[config.mk]
export PLATFORM = sky130hd
export DESIGN_NAME = bcd_value_setter_flat
export DESIGN_NICKNAME = d
export VERILOG_FILES = /design/src/rtl/bcd_value_setter_if.sv /design/src/rtl/bcd_value_setter.sv /design/src/flat_wrapper.sv
export SDC_FILE = /design/constraint.sdc
export NUM_CORES = 1
export LEC_CHECK = 0
export CORE_MARGIN = 2
export CORE_UTILIZATION = 40
export DETAILED_ROUTE_END_ITERATION = 8
export HOLD_SLACK_MARGIN = 0.05
export SLEW_MARGIN = 20
export SYNTH_ARGS = -nofsm -noshare
export SYNTH_HDL_FRONTEND = slang
export SYNTH_SLANG_ARGS = --single-unit
[constraint.sdc]
create_clock -name clk -period 8.35 [get_ports clk]
set_input_delay 0.835 -clock clk [delete_from_list [all_inputs] [get_ports clk]]
set_output_delay 0.835 -clock clk [all_outputs]
set_load 0.02 [all_outputs]
[src/rtl/bcd_value_setter_if.sv]
// Bus interface for bcd_value_setter: button inputs, live value input and
// the display/commit outputs. The master side is the button/panel driver,
// the slave side is the setter itself.
interface bcd_value_setter_if;
  logic       btn_mode;
  logic       btn_up;
  logic       btn_down;
  logic [5:0] value_in;
  logic [5:0] value_out;
  logic       editing;
  logic [1:0] digit_sel;
  logic       commit;
  logic       blink;

  modport master (
    output btn_mode, btn_up, btn_down, value_in,
    input  value_out, editing, digit_sel, commit, blink
  );

  modport slave (
    input  btn_mode, btn_up, btn_down, value_in,
    output value_out, editing, digit_sel, commit, blink
  );
endinterface

[src/rtl/bcd_value_setter.sv]
// bcd_value_setter: debounced MODE/UP/DOWN buttons edit a 0..MAX_VALUE value
// one decimal digit at a time (tens, then units) and emit a commit pulse.
// Optional blinking of the selected digit: define BCD_SETTER_BLINK_EN.
module bcd_value_setter #(
  parameter int MAX_VALUE       = 59,
  parameter int DEBOUNCE_CYCLES = 16,
  parameter int BLINK_CYCLES    = 25000000
) (
  input  logic               clk,
  input  logic               rst,
  bcd_value_setter_if.slave  bus
);

  typedef enum logic [1:0] {
    IDLE       = 2'd0,
    EDIT_TENS  = 2'd1,
    EDIT_UNITS = 2'd2,
    COMMIT     = 2'd3
  } state_t;

  localparam int CW = $clog2(DEBOUNCE_CYCLES);
  localparam logic [CW-1:0] CNT_LAST = CW'(DEBOUNCE_CYCLES - 1);

  // Value helpers: all arithmetic stays inside 6/7 bits
  function automatic logic [5:0] clamp_val(input logic [5:0] v);
    return (v > 6'(MAX_VALUE)) ? 6'(MAX_VALUE) : v;
  endfunction

  function automatic logic [5:0] join_tu(input logic [2:0] t, input logic [3:0] u);
    return 6'({3'b000, t} * 6'd10) + {2'b00, u};
  endfunction

  function automatic logic up_tens_ok(input logic [2:0] t, input logic [3:0] u);
    return ((({4'b0000, t} + 7'd1) * 7'd10) + {3'b000, u}) <= 7'(MAX_VALUE);
  endfunction

  function automatic logic up_units_ok(input logic [2:0] t, input logic [3:0] u);
    return (u < 4'd9) && (({1'b0, join_tu(t, u)} + 7'd1) <= 7'(MAX_VALUE));
  endfunction

  function automatic logic [2:0] max_tens(input logic [3:0] u);
    return 3'((7'(MAX_VALUE) - {3'b000, u}) / 7'd10);
  endfunction

  function automatic logic [3:0] max_units(input logic [2:0] t);
    logic [6:0] rem;
    rem = 7'(MAX_VALUE) - ({4'b0000, t} * 7'd10);
    return (rem > 7'd9) ? 4'd9 : rem[3:0];
  endfunction

  // Button path: bit 0 = MODE, bit 1 = UP, bit 2 = DOWN
  logic [2:0]    raw_s;
  logic [2:0]    sync1_r;
  logic [2:0]    sync2_r;
  logic [2:0]    acc_r;
  logic [2:0]    acc_d_r;
  logic [CW-1:0] cnt_r [3];
  logic [2:0]    press_s;

  // Working state and registered outputs
  state_t     state_r;
  logic [2:0] t_r;
  logic [3:0] u_r;
  logic [5:0] value_r;
  logic       editing_r;
  logic [1:0] digit_sel_r;
  logic       commit_r;
  logic       blink_r;

  logic       mode_ev_s;
  logic       up_ev_s;
  logic       down_ev_s;
  logic [2:0] t_nxt_s;
  logic [3:0] u_nxt_s;
  logic [5:0] clamp_in_s;
  logic [2:0] load_t_s;
  logic [3:0] load_u_s;

  assign raw_s      = {bus.btn_down, bus.btn_up, bus.btn_mode};
  assign press_s    = acc_r & ~acc_d_r;
  assign clamp_in_s = clamp_val(bus.value_in);
  assign load_t_s   = 3'(clamp_in_s / 6'd10);
  assign load_u_s   = 4'(clamp_in_s % 6'd10);

  // Synchronize, debounce and edge-detect the three buttons
  always_ff @(posedge clk or posedge rst) begin
    if (rst) begin
      sync1_r <= 3'b000;
      sync2_r <= 3'b000;
      acc_r   <= 3'b000;
      acc_d_r <= 3'b000;
      for (int i = 0; i < 3; i++) cnt_r[i] <= '0;
    end else begin
      sync1_r <= raw_s;
      sync2_r <= sync1_r;
      acc_d_r <= acc_r;
      for (int i = 0; i < 3; i++) begin
        if (sync2_r[i] == acc_r[i]) begin
          cnt_r[i] <= '0;
        end else if (cnt_r[i] == CNT_LAST) begin
          acc_r[i] <= sync2_r[i];
          cnt_r[i] <= '0;
        end else begin
          cnt_r[i] <= cnt_r[i] + CW'(1);
        end
      end
    end
  end

  // Press arbitration and next working digits (MODE wins, UP+DOWN cancel)
  always_comb begin
    mode_ev_s = press_s[0];
    up_ev_s   = press_s[1] & ~press_s[2] & ~press_s[0];
    down_ev_s = press_s[2] & ~press_s[1] & ~press_s[0];
    t_nxt_s   = t_r;
    u_nxt_s   = u_r;
    case (state_r)
      EDIT_TENS: begin
        if (up_ev_s) begin
          if (up_tens_ok(t_r, u_r)) t_nxt_s = t_r + 3'd1;
          else                      t_nxt_s = 3'd0;
        end else if (down_ev_s) begin
          if (t_r != 3'd0) t_nxt_s = t_r - 3'd1;
          else             t_nxt_s = max_tens(u_r);
        end else begin
          t_nxt_s = t_r;
        end
      end
      EDIT_UNITS: begin
        if (up_ev_s) begin
          if (up_units_ok(t_r, u_r)) u_nxt_s = u_r + 4'd1;
          else                       u_nxt_s = 4'd0;
        end else if (down_ev_s) begin
          if (u_r != 4'd0) u_nxt_s = u_r - 4'd1;
          else             u_nxt_s = max_units(t_r);
        end else begin
          u_nxt_s = u_r;
        end
      end
      default: begin
        t_nxt_s = t_r;
        u_nxt_s = u_r;
      end
    endcase
  end

  // Edit FSM with registered outputs
  always_ff @(posedge clk or posedge rst) begin
    if (rst) begin
      state_r     <= IDLE;
      t_r         <= 3'd0;
      u_r         <= 4'd0;
      value_r     <= 6'd0;
      editing_r   <= 1'b0;
      digit_sel_r <= 2'b00;
      commit_r    <= 1'b0;
    end else begin
      case (state_r)
        IDLE: begin
          value_r  <= clamp_in_s;
          commit_r <= 1'b0;
          if (mode_ev_s) begin
            t_r         <= load_t_s;
            u_r         <= load_u_s;
            state_r     <= EDIT_TENS;
            editing_r   <= 1'b1;
            digit_sel_r <= 2'b01;
          end else begin
            editing_r   <= 1'b0;
            digit_sel_r <= 2'b00;
          end
        end
        EDIT_TENS: begin
          t_r     <= t_nxt_s;
          u_r     <= u_nxt_s;
          value_r <= join_tu(t_nxt_s, u_nxt_s);
          if (mode_ev_s) begin
            state_r     <= EDIT_UNITS;
            digit_sel_r <= 2'b10;
          end else begin
            digit_sel_r <= 2'b01;
          end
        end
        EDIT_UNITS: begin
          t_r     <= t_nxt_s;
          u_r     <= u_nxt_s;
          value_r <= join_tu(t_nxt_s, u_nxt_s);
          if (mode_ev_s) begin
            state_r     <= COMMIT;
            editing_r   <= 1'b0;
            digit_sel_r <= 2'b00;
            commit_r    <= 1'b1;
          end else begin
            digit_sel_r <= 2'b10;
          end
        end
        COMMIT: begin
          state_r  <= IDLE;
          commit_r <= 1'b0;
          value_r  <= clamp_in_s;
        end
        default: begin
          state_r     <= IDLE;
          editing_r   <= 1'b0;
          digit_sel_r <= 2'b00;
          commit_r    <= 1'b0;
          value_r     <= 6'd0;
        end
      endcase
    end
  end

`ifdef BCD_SETTER_BLINK_EN
  localparam int BW = $clog2(BLINK_CYCLES + 1);
  logic [BW-1:0] blink_cnt_r;
  logic          edit_next_s;
  logic          restart_s;

  // Will the FSM be editing next cycle, and does blink restart visible
  always_comb begin
    edit_next_s = 1'b0;
    restart_s   = 1'b0;
    case (state_r)
      IDLE: begin
        edit_next_s = mode_ev_s;
        restart_s   = mode_ev_s;
      end
      EDIT_TENS: begin
        edit_next_s = 1'b1;
        restart_s   = mode_ev_s | up_ev_s | down_ev_s;
      end
      EDIT_UNITS: begin
        edit_next_s = ~mode_ev_s;
        restart_s   = mode_ev_s | up_ev_s | down_ev_s;
      end
      default: begin
        edit_next_s = 1'b0;
        restart_s   = 1'b0;
      end
    endcase
  end

  // Blink half-period counter, restarted lit on every edit action
  always_ff @(posedge clk or posedge rst) begin
    if (rst) begin
      blink_cnt_r <= '0;
      blink_r     <= 1'b0;
    end else if (!edit_next_s) begin
      blink_cnt_r <= '0;
      blink_r     <= 1'b0;
    end else if (restart_s) begin
      blink_cnt_r <= '0;
      blink_r     <= 1'b1;
    end else if (blink_cnt_r == BW'(BLINK_CYCLES - 1)) begin
      blink_cnt_r <= '0;
      blink_r     <= ~blink_r;
    end else begin
      blink_cnt_r <= blink_cnt_r + BW'(1);
    end
  end
`else
  logic unused_blink_s;
  assign unused_blink_s = (BLINK_CYCLES > 0);

  // Blink disabled: output held low
  always_ff @(posedge clk or posedge rst) begin
    if (rst) blink_r <= 1'b0;
    else     blink_r <= 1'b0;
  end
`endif

  assign bus.value_out = value_r;
  assign bus.editing   = editing_r;
  assign bus.digit_sel = digit_sel_r;
  assign bus.commit    = commit_r;
  assign bus.blink     = blink_r;

endmodule

[src/flat_wrapper.sv]
// flat-port wrapper written by rule: the top's interface ports become plain ports
module bcd_value_setter_flat 
#(
  parameter int MAX_VALUE       = 59,
  parameter int DEBOUNCE_CYCLES = 16,
  parameter int BLINK_CYCLES    = 25000000
)
  (clk, rst, bus_btn_mode, bus_btn_up, bus_btn_down, bus_value_in, bus_value_out, bus_editing, bus_digit_sel, bus_commit, bus_blink);
  bcd_value_setter_if bus_i ();
  input  logic clk;
  input  logic rst;
  input wire logic [$bits(bus_i.btn_mode)-1:0] bus_btn_mode;
  input wire logic [$bits(bus_i.btn_up)-1:0] bus_btn_up;
  input wire logic [$bits(bus_i.btn_down)-1:0] bus_btn_down;
  input wire logic [$bits(bus_i.value_in)-1:0] bus_value_in;
  output wire logic [$bits(bus_i.value_out)-1:0] bus_value_out;
  output wire logic [$bits(bus_i.editing)-1:0] bus_editing;
  output wire logic [$bits(bus_i.digit_sel)-1:0] bus_digit_sel;
  output wire logic [$bits(bus_i.commit)-1:0] bus_commit;
  output wire logic [$bits(bus_i.blink)-1:0] bus_blink;
  assign bus_i.btn_mode = bus_btn_mode;
  assign bus_i.btn_up = bus_btn_up;
  assign bus_i.btn_down = bus_btn_down;
  assign bus_i.value_in = bus_value_in;
  assign bus_value_out = bus_i.value_out;
  assign bus_editing = bus_i.editing;
  assign bus_digit_sel = bus_i.digit_sel;
  assign bus_commit = bus_i.commit;
  assign bus_blink = bus_i.blink;
  bcd_value_setter #(.MAX_VALUE(MAX_VALUE), .DEBOUNCE_CYCLES(DEBOUNCE_CYCLES), .BLINK_CYCLES(BLINK_CYCLES)) u_core (.clk(clk), .rst(rst), .bus(bus_i));
endmodule
==> impl_metrics.tcl <==
set metrics [dict create \
    yosys-top-cells-area "dfrtp_1, ha_1, a21oi_1, xnor2_1, inv_1" \
    dieArea_um2 9650 \
    antennaDiodeCount 0 \
    leakage_nw 1.66 \
    postCtsSetupBuffers 0 \
    cts_num_sinks 43 \
    crit_type "register to register" \
    timing.fmax_mhz 206 \
    netlist.area_leader.share_pct 30.3 \
    synth.yosys.seq_area_share_pct 30.3 \
    fp.dieW_um 98.3 \
    synth_cell_types 66 \
    outcome "complete, no violations" \
    cts_root_buf "clkbuf_8" \
    final_antenna_net_count 0 \
    p_total_uw 922 \
    slew_violations 0 \
    grt_overflow 0 \
    insertion_delay_ns 0.30 \
    track_usage_pct 16.5 \
    critPathArrivalTime_ns 5.08 \
    relSlewSlack_pct 33.1 \
    syn-cell-area_um2 3550 \
    finalSetupTns_ns 0 \
    start_util_pct 40.9 \
    critPathCaptureType "register" \
    grt_max_degree 44 \
    period_minus_slack_ns 4.85 \
    cts_resized 0 \
    portBuffers 20 \
    drive_above_1_share_pct 5.69 \
    synth_seq_cells 43 \
    core_um2 8680 \
    wirelength_um 7700 \
    grt_pass1_vias 2738 \
    ys_async_sr_fraction_pct 100 \
    postSynthAreaPerCell_um2 9.06 \
    synthMuxAreaShare_pct 2.11 \
    netlist_instances 392 \
    synth_compound_gate_area_share_pct 22.1 \
    crit_chain "inv_1 > ha_1 > ha_1 > ha_1 > inv_1 > fa_1 > nand2b_1 > a21oi_1 > nor4_1 > o21ai_0 > o21ai_0 > ha_1 > ha_1 > a21oi_1 > nor2b_1 > xnor2_1 > or3_1 > a31oi_1" \
    cpMostUsedCell "ha_1" \
    synth_top_family_by_area "compound AO/OA/AOI/OAI gates" \
    final_hold_viol_count 0 \
    synth_adder_area_share_pct 17.4 \
    htree_levels 2 \
    nNetsFinal 461 \
    timing.final.crit_share_pct 58.1 \
    synth_top_cell_by_area "dfrtp_1" \
    routabilityCongestion 0.789 \
    finalClockSkew_ns 0.00861 \
    cts_tree "yes" \
    tightest_slew_ns 1.00 \
    clkTransAtPathRegs_ns 0.09 \
    drc_errors 0 \
    initialDrtViolationCount 269 \
    wl_met3_um 250 \
    setup_violations 0 \
    synth_enable_flop_cells 0 \
    area_growth_pct 8.59 \
    clock_path_buffers 2 \
    wl_per_cell_um 15.0 \
    synth_nets 450 \
    synth_xor_area_share_pct 4.44 \
    die_h_um 98.3 \
    path_delay_family "adder cells" \
    pwr_density_cell_nw_per_um2 239 \
    vias 2875 \
    hpwl_um 5720 \
    top_layer "met4" \
    drv_cap 0 \
    slowest_delay_ns 0.51 \
    m1WireLength_um 3620 \
    critPathBufInv 2 \
    path_max_fanout 9 \
    numCtsBuffers 5 \
    hold_path.class "register to register" \
    holdBufCountCts 0 \
    slowest_stage "dfrtp_1" \
    rsz0062_at_grt "false" \
    grt_pass1_wl_um 13100 \
    synthSimpleGateAreaFrac_pct 16.8 \
    synthFlopType "dfrtp_1" \
    antenna_found_initial 0 \
    dr.pass1.iters 5 \
    startpoint_type "register" \
    yosysWarnings 0 \
    boundaryPins 22 \
    irDropWorstVdd_mv 0.115 \
    rows 34 \
    dr_wl_met2_um 3680 \
    netlist_top_cells_count "dfrtp_1, ha_1, a21oi_1, inv_1, nand2_1" \
    worstPathRequired_ns 8.58 \
    viasPerCell 5.62 \
]
-- layout by cell type, fill, tap and decap left out, types with 3 or more instances in the layout --
| cell type | synthesis | layout |
|---|---|---|
| nand3_1 | 13 | 13 |
| o21ai_0 | 19 | 19 |
| ha_1 | 43 | 43 |
| nand2_1 | 25 | 25 |
| a221oi_1 | 3 | 3 |
| inv_1 | 33 | 32 |
| a311oi_1 | 3 | 3 |
| a21oi_1 | 37 | 37 |
| dfrtp_1 | 43 | 43 |
| o31ai_1 | 3 | 3 |
| a21boi_0 | 3 | 3 |
| clkbuf_8 | 1 | 5 |
| a21o_1 | 6 | 6 |
| mux2i_1 | 3 | 3 |
| nand4b_1 | 3 | 3 |
| nor3_1 | 6 | 6 |
| clkdlybuf4s50_1 | 0 | 20 |
| fa_1 | 4 | 4 |
| o22ai_1 | 7 | 7 |
| xnor2_1 | 18 | 18 |
| a31oi_1 | 6 | 6 |
| nor2b_1 | 6 | 6 |
| nor2_1 | 18 | 18 |
| mux2_2 | 4 | 4 |
| a211oi_1 | 3 | 3 |
| nor3b_1 | 5 | 5 |
| nor4_1 | 3 | 3 |
| nand2b_1 | 11 | 11 |
| and2_1 | 3 | 3 |
-- power by group --
part	total [mW]	switching (mW)	leakage (nW)	internal (mW)
registers	0.259	0.0347	0.544	0.224
clock network	0.138	0.0794	0.0402	0.0584
logic	0.525	0.298	1.08	0.228
-- routing by layer --
layer,vias up,track usage (%)
met5,-,0
li1,1433,-
met4,0,4.95
met2,64,26.8
met3,13,2.29
met1,1365,22.9
-- final timing paths --
check / from / end / slack, ns / depth (start not counted)
worst max-delay path: u_core.t_r[0] / u_core.bus.value_out[5] / 3.50 / 18
worst min-delay path: u_core.sync1_r[0] / u_core.sync2_r[0] / 0.35 / 0
worst max register to register: u_core.t_r[0] / u_core.bus.value_out[5] / 3.50 / 18
worst min register to register: u_core.sync1_r[0] / u_core.sync2_r[0] / 0.35 / 0
max in group asynchronous: rst / u_core.acc_r[2] / 6.75 / 2
min in group asynchronous: rst / u_core.cnt_r[0] / 1.02 / 2
-- registers in the layout, indices dropped and copies added (netlist names) --
| signal | count |
|---|---|
| u_core.bus.value_out | 6 |
| u_core.t_r | 3 |
| u_core.sync2_r | 3 |
| u_core.sync1_r | 3 |
| u_core.bus.commit | 1 |
| u_core.bus.digit_sel | 2 |
| u_core.state_r | 2 |
| u_core.acc_r | 3 |
| u_core.cnt_r | 12 |
| u_core.acc_d_r | 3 |
| u_core.bus.editing | 1 |
| u_core.u_r | 4 |
-- cell type report --
cell class	instances	area [um2]
Clock buffer	5	68.8
Clock inverter	3	20.0
Fill cell	890	4820
Inverter	33	124
Multi-Input combinational cell	300	2230
Sequential cell	43	1080
Tap cell	108	135
Timing Repair Buffer	20	200
-- kinds of logic (layout without fill, tap and decap cells) --
group	count (synthesis)	count (layout)
DFF	43	43
xor gates and xnor gates	18	18
muxes	7	7
buffers and inverters	49	61
AOI/OAI and AO/OA	117	117
and+or+nand+nor	110	110
adders and majority gates	47	47
other	1	1
-- worst register-to-register path, stage by stage (launching register included) --
cell	delay (ns)
dfrtp_1	0.51
inv_1	0.21
ha_1	0.43
ha_1	0.32
ha_1	0.14
inv_1	0.05
fa_1	0.49
nand2b_1	0.12
a21oi_1	0.06
nor4_1	0.39
o21ai_0	0.23
o21ai_0	0.41
ha_1	0.30
ha_1	0.32
a21oi_1	0.14
nor2b_1	0.07
xnor2_1	0.12
or3_1	0.30
a31oi_1	0.16
-- stage by stage --
| stage | area [um2] | hold slack, ns | std cells | utilization (%) | setup slack (ns) |
|---|---|---|---|---|---|
| after CTS | 3860 | 0.358 | 512 | 44.5 | 3.51 |
| after global placement | 3770 | 0.333 | 504 | 43.4 | 3.81 |
| after global routing | 3860 | 0.364 | 512 | 44.5 | 3.20 |
| after detailed placement | 3770 | 0.339 | 504 | 43.4 | 3.53 |
| final | 3860 | 0.354 | 512 | 44.5 | 3.50 |
| after floorplan | 3550 | 0.331 | 392 | - | 4.13 |
(Power assumes the default switching activity.)
